[config.mk]
export PLATFORM = sky130hd
export DESIGN_NAME = uart_rx_os16_flat
export DESIGN_NICKNAME = d
export VERILOG_FILES = /design/src/rtl/uart_pkg.sv /design/src/rtl/uart_rx_os16_if.sv /design/src/rtl/uart_rx_sync.sv /design/src/rtl/uart_rx_os16.sv /design/src/flat_wrapper.sv
export SDC_FILE = /design/constraint.sdc
export NUM_CORES = 1
export LEC_CHECK = 0
export ABC_AREA = 1
export CAP_MARGIN = 10
export CORE_UTILIZATION = 50
export DETAILED_ROUTE_END_ITERATION = 12
export PLACE_DENSITY = 0.71
export SETUP_SLACK_MARGIN = 0.2
export SYNTH_ARGS = -nofsm -noshare
export SYNTH_HDL_FRONTEND = slang
export SYNTH_SLANG_ARGS = --single-unit
[constraint.sdc]
create_clock -name clk -period 1.5 [get_ports clk]
set_clock_uncertainty 0.05 [all_clocks]
set_input_delay 0.3 -clock clk [delete_from_list [all_inputs] [get_ports clk]]
set_output_delay 0.3 -clock clk [all_outputs]
set_load 0.005 [all_outputs]
[src/rtl/uart_pkg.sv]
// Shared UART definitions: rx state encoding, oversample rate and sample points.
package uart_pkg;

  typedef enum logic [2:0] {
    IDLE,
    START,
    DATA,
    PARITY,
    STOP
  } rx_state_e;

  localparam int         OS_RATE = 16;
  localparam logic [3:0] SAMP_A  = 4'd7;
  localparam logic [3:0] SAMP_B  = 4'd8;
  localparam logic [3:0] SAMP_C  = 4'd9;
  localparam logic [3:0] OS_LAST = 4'(OS_RATE - 1);

  // 2-of-3 majority used for the bit decision
  function automatic logic maj3(input logic a, input logic b, input logic c);
    return (a & b) | (a & c) | (b & c);
  endfunction

endpackage

[src/rtl/uart_rx_os16_if.sv]
// Byte-side interface of the UART receiver: data handshake plus status pulses.
interface uart_rx_os16_if #(
  parameter int DATA_BITS = 8
);
  logic [DATA_BITS-1:0] rx_data;
  logic                 rx_valid;
  logic                 rx_ready;
  logic                 frame_err;
  logic                 parity_err;
  logic                 overrun;
  logic                 busy;

  modport master (
    output rx_data, rx_valid, frame_err, parity_err, overrun, busy,
    input  rx_ready
  );

  modport slave (
    input  rx_data, rx_valid, frame_err, parity_err, overrun, busy,
    output rx_ready
  );
endinterface

[src/rtl/uart_rx_sync.sv]
// 2-FF synchronizer for an asynchronous line that idles high, plus a
// registered falling-edge strobe. All flops reset to the idle level so a
// reset release never fabricates an edge.
module uart_rx_sync (
  input  logic clk,
  input  logic rst_n,
  input  logic i_async,
  output logic o_sync,
  output logic o_fall
);
  logic r_s1, r_s2, r_s2_q, r_fall;

  // synchronize, then register the high->low transition of the synced value
  always_ff @(posedge clk or negedge rst_n) begin
    if (!rst_n) begin
      r_s1   <= 1'b1;
      r_s2   <= 1'b1;
      r_s2_q <= 1'b1;
      r_fall <= 1'b0;
    end else begin
      r_s1   <= i_async;
      r_s2   <= r_s1;
      r_s2_q <= r_s2;
      r_fall <= r_s2_q & ~r_s2;
    end
  end

  assign o_sync = r_s2;
  assign o_fall = r_fall;
endmodule

[src/rtl/uart_rx_os16.sv]
// UART receiver on a 16x oversample tick derived from the divider output.
// Start-bit glitch rejection, 3-sample majority per bit, stop-bit framing
// check, valid/ready byte output with overrun detection.
// Optional parity check compiled in with `define UART_RX_PARITY_EN.
module uart_rx_os16
  import uart_pkg::*;
#(
  parameter int DATA_BITS  = 8,
  parameter int PARITY_ODD = 0
) (
  input  logic           clk,
  input  logic           rst_n,
  input  logic           i_div_clk,
  input  logic           i_rxd,
  uart_rx_os16_if.master rx_if
);
  localparam logic [2:0] LAST_BIT = 3'(DATA_BITS - 1);

  logic                 r_div_q;
  logic                 w_tick;
  logic                 w_rxd_s;
  logic                 w_start_edge;
  rx_state_e            r_state, w_state_nxt;
  logic [3:0]           r_os_cnt;
  logic [2:0]           r_bit_cnt;
  logic                 r_samp_a, r_samp_b;
  logic [DATA_BITS-1:0] r_shreg;
  logic [DATA_BITS-1:0] r_rx_data;
  logic                 r_rx_valid, r_frame_err, r_parity_err, r_overrun;
  logic                 w_bit, w_at_c, w_at_last, w_stop_dec, w_par_bad, w_deliver;

  uart_rx_sync u_sync (
    .clk    (clk),
    .rst_n  (rst_n),
    .i_async(i_rxd),
    .o_sync (w_rxd_s),
    .o_fall (w_start_edge)
  );

  // divider output is treated as data: one register for its rising edge
  always_ff @(posedge clk or negedge rst_n) begin
    if (!rst_n) r_div_q <= 1'b0;
    else        r_div_q <= i_div_clk;
  end

  assign w_tick    = i_div_clk & ~r_div_q;
  assign w_at_c    = w_tick && (r_os_cnt == SAMP_C);
  assign w_at_last = w_tick && (r_os_cnt == OS_LAST);
  // third sample is the live synced value at the decision tick
  assign w_bit     = maj3(r_samp_a, r_samp_b, w_rxd_s);

  // state register
  always_ff @(posedge clk or negedge rst_n) begin
    if (!rst_n) r_state <= IDLE;
    else        r_state <= w_state_nxt;
  end

  // next-state logic; STOP leaves at the mid-bit decision so back-to-back
  // frames with a short stop bit are still caught
  always_comb begin
    w_state_nxt = r_state;
    w_stop_dec  = 1'b0;
    case (r_state)
      IDLE:  if (w_start_edge) w_state_nxt = START;
      START: begin
        if (w_at_c && w_bit) w_state_nxt = IDLE;
        else if (w_at_last)  w_state_nxt = DATA;
      end
      DATA: begin
        if (w_at_last && (r_bit_cnt == LAST_BIT)) begin
`ifdef UART_RX_PARITY_EN
          w_state_nxt = PARITY;
`else
          w_state_nxt = STOP;
`endif
        end
      end
`ifdef UART_RX_PARITY_EN
      PARITY: if (w_at_last) w_state_nxt = STOP;
`endif
      STOP: begin
        if (w_at_c) begin
          w_state_nxt = IDLE;
          w_stop_dec  = 1'b1;
        end
      end
      default: w_state_nxt = IDLE;
    endcase
  end

  // oversample counter, sample capture, bit counter and shift register
  always_ff @(posedge clk or negedge rst_n) begin
    if (!rst_n) begin
      r_os_cnt  <= '0;
      r_bit_cnt <= '0;
      r_samp_a  <= 1'b1;
      r_samp_b  <= 1'b1;
      r_shreg   <= '0;
    end else begin
      if (r_state == IDLE) r_os_cnt <= '0;
      else if (w_tick)     r_os_cnt <= r_os_cnt + 4'd1;

      if (w_tick && (r_os_cnt == SAMP_A)) r_samp_a <= w_rxd_s;
      if (w_tick && (r_os_cnt == SAMP_B)) r_samp_b <= w_rxd_s;

      if ((r_state == START) && w_at_last)     r_bit_cnt <= '0;
      else if ((r_state == DATA) && w_at_last) r_bit_cnt <= r_bit_cnt + 3'd1;

      // LSB arrives first, so shifting in at the MSB leaves the byte aligned
      if ((r_state == DATA) && w_at_c) r_shreg <= {w_bit, r_shreg[DATA_BITS-1:1]};
    end
  end

`ifdef UART_RX_PARITY_EN
  localparam logic PAR_ODD = (PARITY_ODD != 0);
  logic r_par_bad;

  // parity verdict latched at the parity bit, consumed at the stop decision
  always_ff @(posedge clk or negedge rst_n) begin
    if (!rst_n) r_par_bad <= 1'b0;
    else if ((r_state == PARITY) && w_at_c)
      r_par_bad <= ((^r_shreg) ^ w_bit) != PAR_ODD;
  end

  assign w_par_bad = r_par_bad;
`else
  assign w_par_bad = 1'b0;
`endif

  assign w_deliver = w_stop_dec && w_bit && !w_par_bad;

  // byte hand-off and one-cycle status pulses; an unconsumed byte is kept
  // and the newer one dropped
  always_ff @(posedge clk or negedge rst_n) begin
    if (!rst_n) begin
      r_rx_data    <= '0;
      r_rx_valid   <= 1'b0;
      r_frame_err  <= 1'b0;
      r_parity_err <= 1'b0;
      r_overrun    <= 1'b0;
    end else begin
      r_frame_err  <= w_stop_dec && !w_bit;
      r_parity_err <= w_stop_dec && w_bit && w_par_bad;
      r_overrun    <= w_deliver && r_rx_valid && !rx_if.rx_ready;
      if (w_deliver && (!r_rx_valid || rx_if.rx_ready)) begin
        r_rx_data  <= r_shreg;
        r_rx_valid <= 1'b1;
      end else if (r_rx_valid && rx_if.rx_ready) begin
        r_rx_valid <= 1'b0;
      end
    end
  end

  assign rx_if.rx_data    = r_rx_data;
  assign rx_if.rx_valid   = r_rx_valid;
  assign rx_if.frame_err  = r_frame_err;
  assign rx_if.parity_err = r_parity_err;
  assign rx_if.overrun    = r_overrun;
  assign rx_if.busy       = (r_state != IDLE);
endmodule
[src/flat_wrapper.sv]
// flat-port wrapper written by rule: the top's interface ports become plain ports
module uart_rx_os16_flat import uart_pkg::*;
#(
  parameter int DATA_BITS  = 8,
  parameter int PARITY_ODD = 0
)
  (clk, rst_n, i_div_clk, i_rxd, rx_if_rx_data, rx_if_rx_valid, rx_if_frame_err, rx_if_parity_err, rx_if_overrun, rx_if_busy, rx_if_rx_ready);
  uart_rx_os16_if #(.DATA_BITS(DATA_BITS)) rx_if_i ();
  input  logic clk;
  input  logic rst_n;
  input  logic i_div_clk;
  input  logic i_rxd;
  output wire logic [$bits(rx_if_i.rx_data)-1:0] rx_if_rx_data;
  output wire logic [$bits(rx_if_i.rx_valid)-1:0] rx_if_rx_valid;
  output wire logic [$bits(rx_if_i.frame_err)-1:0] rx_if_frame_err;
  output wire logic [$bits(rx_if_i.parity_err)-1:0] rx_if_parity_err;
  output wire logic [$bits(rx_if_i.overrun)-1:0] rx_if_overrun;
  output wire logic [$bits(rx_if_i.busy)-1:0] rx_if_busy;
  input wire logic [$bits(rx_if_i.rx_ready)-1:0] rx_if_rx_ready;
  assign rx_if_rx_data = rx_if_i.rx_data;
  assign rx_if_rx_valid = rx_if_i.rx_valid;
  assign rx_if_frame_err = rx_if_i.frame_err;
  assign rx_if_parity_err = rx_if_i.parity_err;
  assign rx_if_overrun = rx_if_i.overrun;
  assign rx_if_busy = rx_if_i.busy;
  assign rx_if_i.rx_ready = rx_if_rx_ready;
  uart_rx_os16 #(.DATA_BITS(DATA_BITS), .PARITY_ODD(PARITY_ODD)) u_core (.clk(clk), .rst_n(rst_n), .i_div_clk(i_div_clk), .i_rxd(i_rxd), .rx_if(rx_if_i));
endmodule
After elaboration in Yosys (flattened, before gate mapping)
Cells that the tools add are included.
- register bits after elaboration: 36
- output and inout port bits: 13
- add/sub/neg operators: 2
- equality and inequality tests: 12
- muxes and demuxes: 14
- bitwise logic cells: 9
- reductions and logical operators: 25
- operators with widths (kind ; number):
    $mux W3 ; 7
    $logic_and A1 B1 Y1 ; 15
    $eq A4 B4 Y1 const B ; 3
    $pmux W3 S4 ; 1
    $mux W4 ; 2
    $eq A3 B3 Y1 const B ; 2
    $reduce_bool A2 Y1 ; 3
    $and A1 B1 Y1 ; 5
    $add A4 B1 Y4 const B ; 1
    $eq A4 B3 Y1 const B ; 1
    $mux W1 ; 4
    $ne A2 B1 Y1 const B ; 2
    $reduce_and A4 Y1 ; 1
    $add A3 B1 Y3 const B ; 1
    $eq A3 B1 Y1 const B ; 1
    $eq A3 B2 Y1 const B ; 1
    $logic_not A1 Y1 ; 3
    $logic_not A3 Y1 ; 1
    $ne A3 B1 Y1 const B ; 1
    $reduce_bool A3 Y1 ; 1
    $ne A2 B2 Y1 const B ; 1
    $not A1 Y1 ; 2
    $or A1 B1 Y1 ; 2
    $logic_or A1 B1 Y1 ; 1

Longest topological paths before layout
Gate-level depths: netlist (run 1).
- depth after elaboration: 8
- depth in mapped cells: 9
- mapped depth without buffers: 9

Hierarchy
Synthesis (run 1) repeated with hierarchy kept, for this count alone.
- cells, all modules: 167
- area total of the unflattened synthesis: 1669.1 µm²
- modules (own cells, without submodules) (module ; instances ; cells an instance ; area each (µm²)):
    uart_rx_os16 ; 1 ; 161 ; 1555.2
    uart_rx_sync ; 1 ; 6 ; 113.9

Least setup slack after synthesis (run 1)
OpenSTA, ideal clock, no wires.
- kind: register to register
- start point: reg u_core.r_os_cnt[1]
- end point: reg u_core.r_rx_data[5] (netlist: u_core.rx_if.rx_data[5])
- data arrival time: 1.251 ns
- path slack: 0.082 ns
- stages on the path, launching flop included: 9
- clock period less this slack: 1.418 ns
- cells stage by stage: dfrtp_1 > inv_1 > ha_1 > nand2_2 > nor2_4 > nand4_4 > buf_6 > nand2_2 > o21ai_2
- cells in the longest elaborated chain, start to end: 6
- ends and longest elaborated chain (element ; line ; source):
    from (decl) ; uart_rx_os16.sv:24 ; logic [3:0] r_os_cnt;
    from (signal assigned) ; uart_rx_os16.sv:101 ; else if (w_tick) r_os_cnt <= r_os_cnt + 4'd1;
    $eq A4 B4 Y1 ; uart_rx_os16.sv:47 ; assign w_at_c = w_tick && (r_os_cnt == SAMP_C);
    $logic_and A1 B1 Y1 ; uart_rx_os16.sv:47 ;
    $mux W1 ; uart_rx_os16.sv:82 ; if (w_at_c) begin
    $mux W1 ; uart_rx_os16.sv:63 ; case (r_state)
    $logic_and A1 B1 Y1 ; uart_rx_os16.sv:130 ; assign w_deliver = w_stop_dec && w_bit && !w_par_bad;
    $logic_and A1 B1 Y1 ; uart_rx_os16.sv:145 ; if (w_deliver && (!r_rx_valid || rx_if.rx_ready)) begin
    to (signal assigned) ; uart_rx_os16.sv:146 ; r_rx_data <= r_shreg;
    to (decl) ; uart_rx_os16.sv:28 ; logic [DATA_BITS-1:0] r_rx_data;
Every way passes these cells.
A chain may end at the register's enable or synchronous reset.

Final worst setup path (run 1)
- start point: reg u_core.r_state[2]
- end point: reg u_core.r_rx_data[0] (netlist: u_core.rx_if.rx_data[0])
- cells in the longest elaborated chain, start to end: 4
- ends and longest elaborated chain (element ; line ; source):
    from (decl) ; uart_rx_os16.sv:23 ; rx_state_e r_state, w_state_nxt;
    from (signal assigned) ; uart_rx_os16.sv:55 ; else r_state <= w_state_nxt;
    $eq A3 B3 Y1 ; uart_rx_os16.sv:63 ;
    $mux W1 ; uart_rx_os16.sv:63 ;
    $logic_and A1 B1 Y1 ; uart_rx_os16.sv:130 ;
    $logic_and A1 B1 Y1 ; uart_rx_os16.sv:145 ;
Every way passes these cells.

==> implementation parameters, run 1 <==
Parameter                              Value

Outcome
  Outcome    finished, violations left
  Violated checks    setup timing

Place
  Number of buffers added on ports    16
  Routability-driven placement congestion ratio    between 0.7 and 0.8
  Minimum setup slack after placement    -248 ps
  Sum of net half-perimeters after detailed placement    2.18 mm

Setup path
  Cell count of the worst reg-to-reg path    9
  CP endpoint kind    register
  Worst reg2reg path startpoint    u_core.r_state[2]
  Flop-to-flop setup slack    -60 ps
  Buffers and inverters on the worst path    5
  Crit-path cells    buf_6 -> buf_6 -> inv_4 -> nor3_4 -> buf_6 -> nand4_4 -> buf_12 -> nand2_2 -> o21ai_2
  Critical register-to-register path endpoint    u_core.rx_if.rx_data[0]
  Signal arrival time at the worst endpoint    between 1500 and 2000 ps
  Critical Path Start Type    register
  Crit path max-delay cell type    sky130_fd_sc_hd__dfrtp_1
  Required time worst endpoint    between 1500 and 2000 ps
  Most frequent CP cell    sky130_fd_sc_hd__buf_6
  Maximum fanout along the worst path    16
  Longest individual stage delay on the worst path    400 ps
  Cell type group with the largest total delay on the critical path    buffers and inverters
  WS Path Type    register to register

Routing
  Total wirelength of the detailed-routed design    4.41 mm
  First DRT Iteration DRCs    84
  Via total after detailed routing    approximately 1400
  DRT Pass-1 Iters    4
  Residual DRC count    0
  Antenna-violating nets left    0
  Avg Vias per Cell    5.23
  Detailed-route wire length per cell    between 15 and 20 um

STA
  Hold Violations, Final    0
  RSZ-0062 raised after global routing    true
  Final period utilization    104%
  Setup-failing EPs final    14
  Clock period minus worst slack    between 1500 and 2000 ps
  Final worst setup slack    -56.3 ps
  Maximum achievable frequency    about 640 MHz
  Max-slew violations    0

Pwr
  Maximum resistive drop on vdd    ~0.74 mV
  Lkg Pwr    around 1.2 nW
  Total power per unit cell area    1090 nW/um^2

Floorplan
  CORE AREA    3050 um^2
  # IOs    18
  Die area    ~3500 um^2
  Height of the chip    between 50 and 60 um
  Rows    20
  Initial standard-cell utilization of the core    around 53%
  Die W    59.0 um

Clock tree
  Hold_buf cts    0
  Clock tree from TritonCTS    done
  Worst-skew pair later-pin latency    about 330 ps
  Root cell of the clock tree    sky130_fd_sc_hd__clkbuf_4
  Clock sink total    36
  CTS H-tree depth    2
  Total CTS buffers    5
  Maximum count of clock buffers along a single path    2
  Post-CTS clock slew at the launch and capture registers of the worst setup and hold paths    110 ps

Yosys
  Most frequent cell after synthesis    sky130_fd_sc_hd__nand2_1
  Cells taking the most area after synthesis    sky130_fd_sc_hd__dfrtp_1 (48%), sky130_fd_sc_hd__nand2_1 (8.3%), sky130_fd_sc_hd__dfstp_2 (8.1%)
  Count of flip-flops with a built-in enable after synthesis    0
  Avg Cell Area, Syn    around 9.7 um^2
  Post-synth design cell area    1620 um^2
  Synth cell count leaders    sky130_fd_sc_hd__nand2_1 (36), sky130_fd_sc_hd__dfrtp_1 (31), sky130_fd_sc_hd__inv_1 (25), sky130_fd_sc_hd__nor2_1 (12), sky130_fd_sc_hd__o21ai_0 (12)
  Post-synthesis cell type with the largest combined area    sky130_fd_sc_hd__dfrtp_1
  Fraction of synthesized cell area taken by the top area cell type    47.8%
  Number of warnings reported in the yosys synthesis log    0
  Register area share after synthesis    approximately 56%
  Proportion of register bits with asynchronous set or reset after synthesis    100%
  Yosys reg bits    36
  Distinct cells, synth    27
  Net count of the mapped netlist    178
  Gate Count Post-Synth    between 150 and 200
  Most common flop cell mapped by yosys    sky130_fd_sc_hd__dfrtp_1

Worst hold path
  Worst hold path class    input port to async pin

GRT
  Overall global routing resource usage    approximately a quarter
  Total gr overflow    0
  Pin count of the biggest net entering global routing    37
  Via count of the first global-routing pass    1379
  Wire length of the first global-routing pass    about 5.9 mm
  Initial antenna violation count    0

Finish
  Antenna diodes    0
  Post-layout utilization of the core    around 84%
  Layout Nets    238
  Area delta synth->final    57.3%
  Share of layout cells above drive strength 1    roughly 62%
  Fillers    about 180

Run
  Max cap viols    0
-- cell usage in the layout, fill, tap and decap left out, types with 2 or more instances in the layout --
cell type / n
sky130_fd_sc_hd__nand2_8: 2
sky130_fd_sc_hd__buf_12: 4
sky130_fd_sc_hd__dfrtp_1: 30
sky130_fd_sc_hd__clkbuf_4: 5
sky130_fd_sc_hd__buf_6: 15
sky130_fd_sc_hd__o21ai_2: 14
sky130_fd_sc_hd__dfstp_2: 5
sky130_fd_sc_hd__inv_2: 5
sky130_fd_sc_hd__ha_4: 3
sky130_fd_sc_hd__buf_4: 19
sky130_fd_sc_hd__nand2_1: 11
sky130_fd_sc_hd__nand2_2: 21
sky130_fd_sc_hd__clkbuf_8: 2
sky130_fd_sc_hd__inv_4: 2
sky130_fd_sc_hd__o21ai_1: 6
sky130_fd_sc_hd__buf_2: 3
sky130_fd_sc_hd__clkbuf_2: 8
sky130_fd_sc_hd__clkdlybuf4s50_1: 4
sky130_fd_sc_hd__a21oi_1: 2
sky130_fd_sc_hd__nor2_4: 10
sky130_fd_sc_hd__ha_1: 2
sky130_fd_sc_hd__nor2_1: 4
sky130_fd_sc_hd__nor3_4: 2
sky130_fd_sc_hd__nand3_1: 4
sky130_fd_sc_hd__nand2_4: 7
sky130_fd_sc_hd__inv_1: 19
sky130_fd_sc_hd__nand3_2: 3
-- layout make-up --
class / count / area (um^2) / share of cell area (%)
inverter: 27 / 111 / 4.36
multi-input combinational: 103 / 896 / 35.1
sequential: 36 / 908 / 35.6
tap: 44 / 55.1 / 2.16
timing repair buffer: 55 / 512 / 20.1
clock buffer: 8 / 68.8 / 2.70
-- sequential cells by signal, summed over array words and instances (netlist names) --
| name | count |
|---|---|
| u_core.rx_if.frame_err | 1 |
| u_core.r_div_q | 1 |
| u_core.u_sync.o_sync | 1 |
| u_core.u_sync.r_s1 | 1 |
| u_core.u_sync.o_fall | 1 |
| u_core.r_shreg | 8 |
| u_core.rx_if.rx_valid | 1 |
| u_core.r_bit_cnt | 3 |
| u_core.r_samp_a | 1 |
| u_core.rx_if.rx_data | 8 |
| u_core.r_state | 3 |
| u_core.rx_if.overrun | 1 |
| u_core.u_sync.r_s2_q | 1 |
| u_core.r_os_cnt | 4 |
| u_core.r_samp_b | 1 |
-- metal layers --
layer | vias up | track usage, % | wire (um)
met3 | 15 | 4.62 | 142
met1 | 719 | 28.6 | 1870
met4 | 0 | 12.9 | 128
met5 | - | 0 | 0
met2 | 44 | 38.3 | 2270
li1 | 649 | - | -
-- worst max-delay path by stage --
stage | cells after the start | slack [ps] | end | startpoint
floorplan | 8 | 80 | u_core.rx_if.rx_data[5] | u_core.r_os_cnt[1]
detailed placement | 9 | -250 | u_core.r_bit_cnt[0] | i_div_clk
CTS | 3 | -40 | rx_if_busy | u_core.r_state[2]
finish | 9 | -60 | u_core.rx_if.rx_data[0] | u_core.r_state[2]
global route | 10 | -130 | u_core.r_state[2] | u_core.r_state[2]
global placement | 9 | -210 | u_core.r_bit_cnt[0] | i_div_clk
-- timing repair --
action | in CTS | in global routing
cloned | 1 | 0
gates resized for setup | 86 | 60
buffers inserted | 15 | 6
pin swaps | 14 | 20
endpoints found under the setup margin | 36 | 39
-- logic make-up (layout without fill, tap and decap cells) --
family	after synthesis	count (layout)	synth area share (%)
xor gates and xnor gates	1	1	0.540
AOI/OAI and AO/OA	26	26	10.4
and+or+nand+nor	69	70	20.9
buffers and inverters	30	90	8.10
other	1	1	0.231
adders and majority gates	5	5	3.86
DFF	36	36	55.9
-- where the power goes --
part / internal [mW] / total, mW / switching (mW)
clock network: 0.276 / 0.576 / 0.300
registers: 1.08 / 1.18 / 0.0996
logic: 0.490 / 1.02 / 0.531
total: 1.85 / 2.78 / 0.930
-- through the flow --
| step | area [um^2] | hold slack [ps] | cells | total power [mW] | TNS, ps |
|---|---|---|---|---|---|
| floorplan | 1640 | -45.6 | 168 | 1.44 | 0 |
| global placement | 1980 | 301 | 243 | 1.63 | -3890 |
| detailed placement | 1980 | 300 | 243 | 1.65 | -4680 |
| CTS | 2350 | 278 | 267 | 2.48 | -59.0 |
| global route | 2550 | 278 | 273 | 2.91 | -1530 |
| finish | 2550 | 285 | 273 | 2.78 | -442 |
Note: power is estimated with default switching activity, not from simulation.
==> inputs of run 2 (changes only) <==
--- a/config.mk
+++ b/config.mk
@@ -7,6 +7,7 @@
 export LEC_CHECK = 0
 export ABC_AREA = 1
 export CAP_MARGIN = 10
+export CORE_MARGIN = 4
 export CORE_UTILIZATION = 50
 export DETAILED_ROUTE_END_ITERATION = 12
 export PLACE_DENSITY = 0.71
==> run 2 against run 1 <==
Effect of this change:
- highest routed layer unchanged
- clock power is 14% lower
- clock-buffer cell count is 1 lower
- global-route usage is 4.3 points lower
- worst setup slack better by 23 ps
- sequential power hardly changed
- hold slack worse by 16 ps
- power is 14% lower
- largest cell class unchanged
- largest power group unchanged
- sequential share of layout area is 3.2 points higher
- critical endpoint is now rx_if_busy
- the run still ends with setup timing left
- core utilization is 7.5 points lower
- sequential cell count stayed put
- final cell count is 1.5% lower
- non-clock buffer count is 4 lower
==> implementation parameters, run 2 (synthesis gave the netlist of run 1 again) <==
Parameter                              Value

Outcome
  Outcome    finished, violations left
  Violated checks    setup timing

Clock tree
  Clock sink total    36
  Clock tree from TritonCTS    done
  Maximum count of clock buffers along a single path    2
  Post-CTS clock slew at the launch and capture registers of the worst setup and hold paths    approximately 110 ps
  Total CTS buffers    5
  Worst-skew pair later-pin latency    roughly 350 ps
  CTS H-tree depth    2
  Root cell of the clock tree    sky130_fd_sc_hd__clkbuf_4
  Hold_buf cts    0

Place
  Minimum setup slack after placement    -250 ps
  Number of buffers added on ports    16
  Sum of net half-perimeters after detailed placement    between 2 and 2.5 mm
  Post-place instance area    1970 um^2
  Routability-driven placement congestion ratio    0.716

STA
  Worst hold slack after final layout    269 ps
  Clock period minus worst slack    approximately 1500 ps
  Max-slew violations    0
  Maximum achievable frequency    around 650 MHz
  Hold Violations, Final    0
  RSZ-0062 raised after global routing    true
  Setup-failing EPs final    3
  Final worst setup slack    -33.5 ps
  Final period utilization    102%

Pwr
  Maximum resistive drop on vdd    0.667 mV
  Lkg Pwr    ~1.1 nW
  Internal power    between 1.5 and 2 mW
  Clock power frac    20.6%
  Switching power of the nets    0.783 mW
  Switching share of power    32.7%
  Sequential cell fraction of total power    approximately half
  Comb pwr share    a little under a third
  Total power per unit cell area    about 1000 nW/um^2
  Total power of the final layout    approximately 2.4 mW

Routing
  First DRT Iteration DRCs    60
  Antenna-violating nets left    0
  Via total after detailed routing    about 1300
  Residual DRC count    0
  Detailed-route wire length per cell    roughly 13 um
  DRT Pass-1 Iters    4
  Avg Vias per Cell    approximately 4.8
  Total wirelength of the detailed-routed design    3.61 mm

Floorplan
  Height of the chip    about 65 um
  Rows    20
  Initial standard-cell utilization of the core    ~53%
  # IOs    18
  Die W    65.0 um
  CORE AREA    a little over 3000 um^2
  Die area    4220 um^2

GRT
  GR Util met1    24.2%
  Pin count of the biggest net entering global routing    37
  Wire length of the first global-routing pass    just over 6 mm
  Total gr overflow    0
  Via count of the first global-routing pass    1331
  Overall global routing resource usage    between 10% and 20%
  Routing usage on met3    ~4.9%
  Busiest grt layer    met2
  Global routing met2 resource utilization    a little under a third
  Initial antenna violation count    0

Finish
  Layout Nets    234
  Area delta synth->final    44.3%
  Final instance area    around 2300 um^2
  Antenna diodes    0
  Share of layout cells above drive strength 1    between 50% and 60%
  Top library cells by usage in the layout, fill and taps aside    sky130_fd_sc_hd__dfrtp_1 (30), sky130_fd_sc_hd__buf_4 (26), sky130_fd_sc_hd__nand2_1 (22), sky130_fd_sc_hd__inv_1 (21)
  Most common cell after layout, fill and taps aside    sky130_fd_sc_hd__dfrtp_1

Setup path
  CP endpoint kind    output pin
  Cell count of the worst reg-to-reg path    7
  Signal arrival time at the worst endpoint    around 1200 ps
  Required time worst endpoint    about 1200 ps
  WS Path Type    register to output pin
  Critical Path Start Type    register
  Maximum fanout along the worst path    2

Worst hold path
  Worst hold path class    input port to async pin

Run
  Max cap viols    0
[run 2: path summary, 6_finish.rpt]
| path | from | endpoint | slack, ps |
|---|---|---|---|
| hold / removal | rst_n | u_core.rx_if.rx_valid | 270 |
| setup / recovery | u_core.r_state[1] | rx_if_busy | -30 |
| hold reg to reg | u_core.u_sync.r_s1 | u_core.u_sync.o_sync | 310 |
| setup reg to reg | u_core.r_state[1] | u_core.rx_if.rx_data[5] | -10 |
| max in group asynchronous | rst_n | u_core.r_samp_a | 880 |
| min in group clk | u_core.u_sync.r_s1 | u_core.u_sync.o_sync | 310 |
[run 2: final cells by class]
type                       instances  area, um^2
timing repair buffer              51         423
sequential                        36         908
clock buffer                       7        45.0
clock inverter                     1        5.00
inverter                          27         101
tap                               44        55.1
fill                             206         738
multi-input combinational        103         802
[run 2: metal layers]
metal / vias to the layer above / share of wire (%)
met1: 619 / 44
li1: 640 / -
met4: 0 / 2.7
met5: - / 0
met2: 25 / 50
met3: 12 / 4.2
[run 2: what timing repair did]
item / CTS / global route
endpoints found under the hold margin: 0 / 0
gates cloned: 1 / 0
endpoints found under the setup margin: 36 / 38
buffers inserted: 10 / 8
pin swaps: 9 / 3
resized for setup: 86 / 18
[run 2: stage by stage]
| step | utilization (%) | setup TNS [ps] | cells |
|---|---|---|---|
| global placement | 64.1 | -4080 | 242 |
| CTS | 73.0 | -39.1 | 261 |
| global route | 76.0 | -803 | 269 |
| floorplan | - | 0 | 168 |
| finish | 76.0 | -45.7 | 269 |
| detailed placement | 64.1 | -4830 | 242 |
[run 2: critical path, stage by stage, from the launching register on]
cell                      delay (ps)
sky130_fd_sc_hd__dfrtp_1         420
sky130_fd_sc_hd__nor3_4          250
sky130_fd_sc_hd__inv_2            60
sky130_fd_sc_hd__buf_2           130
[run 2: power by group through the flow]
| stage | combinational, mW | clock [mW] | sequential, mW |
|---|---|---|---|
| 6_report | 0.743 | 0.493 | 1.16 |
| 5_1_grt | 0.814 | 0.564 | 1.17 |
| 4_1_cts | 0.615 | 0.504 | 1.14 |
| 3_5_place_dp | 0.463 | 0 | 1.17 |
| 3_3_place_gp | 0.449 | 0 | 1.16 |
| 2_1_floorplan | 0.269 | 0 | 1.17 |
==> inputs of run 3 (changes only) <==
--- a/config.mk
+++ b/config.mk
@@ -9,6 +9,7 @@
 export CAP_MARGIN = 10
 export CORE_MARGIN = 4
 export CORE_UTILIZATION = 50
+export CTS_BUF_LIST = sky130_fd_sc_hd__clkbuf_8
 export DETAILED_ROUTE_END_ITERATION = 12
 export PLACE_DENSITY = 0.71
 export SETUP_SLACK_MARGIN = 0.2
==> run 3 against run 2 <==
Effect of this change:
- the flow still finishes with violations (setup timing)
- combinational power rose by 22%
- design area increased by 9.3%
- fmax shrank 1.9%
- non-clock buffer count is 3 higher
- core utilization is 7.1 points higher
- sequential power is essentially flat
- die area unchanged
- register-to-register slack got worse by 50 ps
- sequential cell count is the same
- sequential share of layout area decreased by 3.4 points
- via count is 9.6% higher
- clock-buffer cell count shrank 2
- critical endpoint is now u_core.r_state[0]
- largest cell class unchanged
- highest routed layer unchanged
==> implementation parameters, run 3 (synthesis gave the netlist of run 1 again) <==
Parameter                              Value

Pwr
  Lkg Pwr    roughly 1.2 nW
  Switching share of power    about a third
  Internal power    ~1.8 mW
  Sequential cell fraction of total power    42.4%
  Total power of the final layout    2.74 mW
  Clock power frac    24.4%
  Switching power of the nets    a little over 0.9 mW
  Maximum resistive drop on vdd    roughly 0.85 mV
  Total power per unit cell area    about 1100 nW/um^2
  Comb pwr share    33.2%

GRT
  Total gr overflow    0
  Overall global routing resource usage    a little over a fifth
  Initial antenna violation count    0
  Via count of the first global-routing pass    ~1500
  Wire length of the first global-routing pass    between 6 and 7 mm
  Pin count of the biggest net entering global routing    37

Clock tree
  Clock tree from TritonCTS    done
  Root cell of the clock tree    sky130_fd_sc_hd__clkbuf_8
  Maximum count of clock buffers along a single path    2
  CTS H-tree depth    2
  Post-CTS clock slew at the launch and capture registers of the worst setup and hold paths    around 70 ps
  Hold_buf cts    0
  Total CTS buffers    5
  Clock sink total    36
  Worst-skew pair later-pin latency    around 300 ps

Setup path
  Critical Path Start Type    register
  Cell count of the worst reg-to-reg path    9
  Signal arrival time at the worst endpoint    approximately 1700 ps
  CP endpoint kind    register
  WS Path Type    register to register
  Required time worst endpoint    1630 ps
  Maximum fanout along the worst path    3

Finish
  Most common cell after layout, fill and taps aside    sky130_fd_sc_hd__dfrtp_1
  Final instance area    approximately 2600 um^2
  Top library cells by usage in the layout, fill and taps aside    sky130_fd_sc_hd__dfrtp_1 (31), sky130_fd_sc_hd__buf_4 (23), sky130_fd_sc_hd__inv_1 (22), sky130_fd_sc_hd__nand2_1 (17), sky130_fd_sc_hd__nand2_4 (14)
  Layout Nets    around 240
  Area delta synth->final    57.7%
  Post-layout utilization of the core    roughly 83%
  Share of layout cells above drive strength 1    a little over half
  Antenna diodes    0

STA
  Maximum achievable frequency    approximately 640 MHz
  Clock period minus worst slack    ~1600 ps
  Hold Violations, Final    0
  RSZ-0062 raised after global routing    true
  Setup-failing EPs final    10
  Max-slew violations    0
  Final worst setup slack    -63.2 ps
  Summed negative setup slack over all endpoints    -507 ps
  Final period utilization    104%
  Worst hold slack after final layout    approximately 230 ps

Routing
  First DRT Iteration DRCs    approximately 120
  Avg Vias per Cell    ~5.2
  Antenna-violating nets left    0
  Total wirelength of the detailed-routed design    ~4.5 mm
  Detailed-route wire length per cell    ~17 um
  Residual DRC count    0
  Via total after detailed routing    1420
  DRT Pass-1 Iters    4

Floorplan
  Rows    20
  # IOs    18
  Die W    65.0 um
  Height of the chip    about 65 um
  CORE AREA    slightly above 3000 um^2
  Die area    around 4200 um^2
  Initial standard-cell utilization of the core    52.7%

Outcome
  Outcome    finished, violations left
  Violated checks    setup timing

Place
  Post-place instance area    slightly below 2000 um^2
  Number of buffers added on ports    16
  Sum of net half-perimeters after detailed placement    2.06 mm
  Routability-driven placement congestion ratio    between 0.7 and 0.8

Worst hold path
  Worst hold path depth    1
  Worst hold path class    input port to register

Run
  Max cap viols    0
[run 3: critical path, cell delays in order (launching register included)]
cell and delay, ps:
sky130_fd_sc_hd__dfrtp_1 420, sky130_fd_sc_hd__buf_6 130, sky130_fd_sc_hd__buf_6 110, sky130_fd_sc_hd__nor3_4 230
sky130_fd_sc_hd__buf_4 180, sky130_fd_sc_hd__nand2_2 60, sky130_fd_sc_hd__nand2_1 90, sky130_fd_sc_hd__nor2_2 50
sky130_fd_sc_hd__nand3_1 70, sky130_fd_sc_hd__nand2_1 60
[run 3: timing repair]
action / 4_1_cts / 5_1_grt
gates resized for setup: 73 / 45
pin swaps: 12 / 12
setup buffers: 15 / 5
endpoints found under the setup margin: 36 / 39
gates cloned: 2 / 0
[run 3: final timing paths]
check                                    from  slack, ps                    end
min in group asynchronous               rst_n        330  u_core.rx_if.rx_valid
hold reg to reg            u_core.u_sync.r_s1        310   u_core.u_sync.o_sync
setup / recovery            u_core.r_state[1]        -60      u_core.r_state[0]
hold / removal                      i_div_clk        230         u_core.r_div_q
setup reg to reg            u_core.r_state[1]        -60      u_core.r_state[0]
max in group asynchronous               rst_n        830        u_core.r_samp_b
[run 3: area by class of cell]
cell class | instances | area [um^2]
clock buffers | 5 | 68.8
clock inverters | 3 | 12.5
fillers | 166 | 520
inverters | 27 | 101
multi-input cells | 103 | 883
flip-flops and latches | 36 | 907
well taps | 44 | 55.1
repair buffers | 54 | 529
[run 3: power by group through the flow]
stage / combinational, mW / clock, mW / sequential, mW
2_1_floorplan: 0.269 / 0 / 1.17
3_3_place_gp: 0.449 / 0 / 1.16
3_5_place_dp: 0.463 / 0 / 1.17
4_1_cts: 0.745 / 0.664 / 1.14
5_1_grt: 0.981 / 0.723 / 1.17
6_report: 0.908 / 0.667 / 1.16
[run 3: routing by layer]
layer  vias to the layer above  part of all wire, %  global-route usage [%]  wire length [um]
li1                        646                    -                       -                 -
met1                       712                   41                    26.7              1850
met2                        45                   51                    35.1              2280
met3                        17                  5.7                    7.45               258
met4                         0                  2.5                    8.71               114
met5                         -                    0                       0                 0
[run 3: metrics by stage]
step | cells | setup slack [ps]
CTS | 267 | 6.69
finish | 272 | -63.2
global route | 272 | -144
detailed placement | 242 | -250
global placement | 242 | -212
floorplan | 168 | 83.2
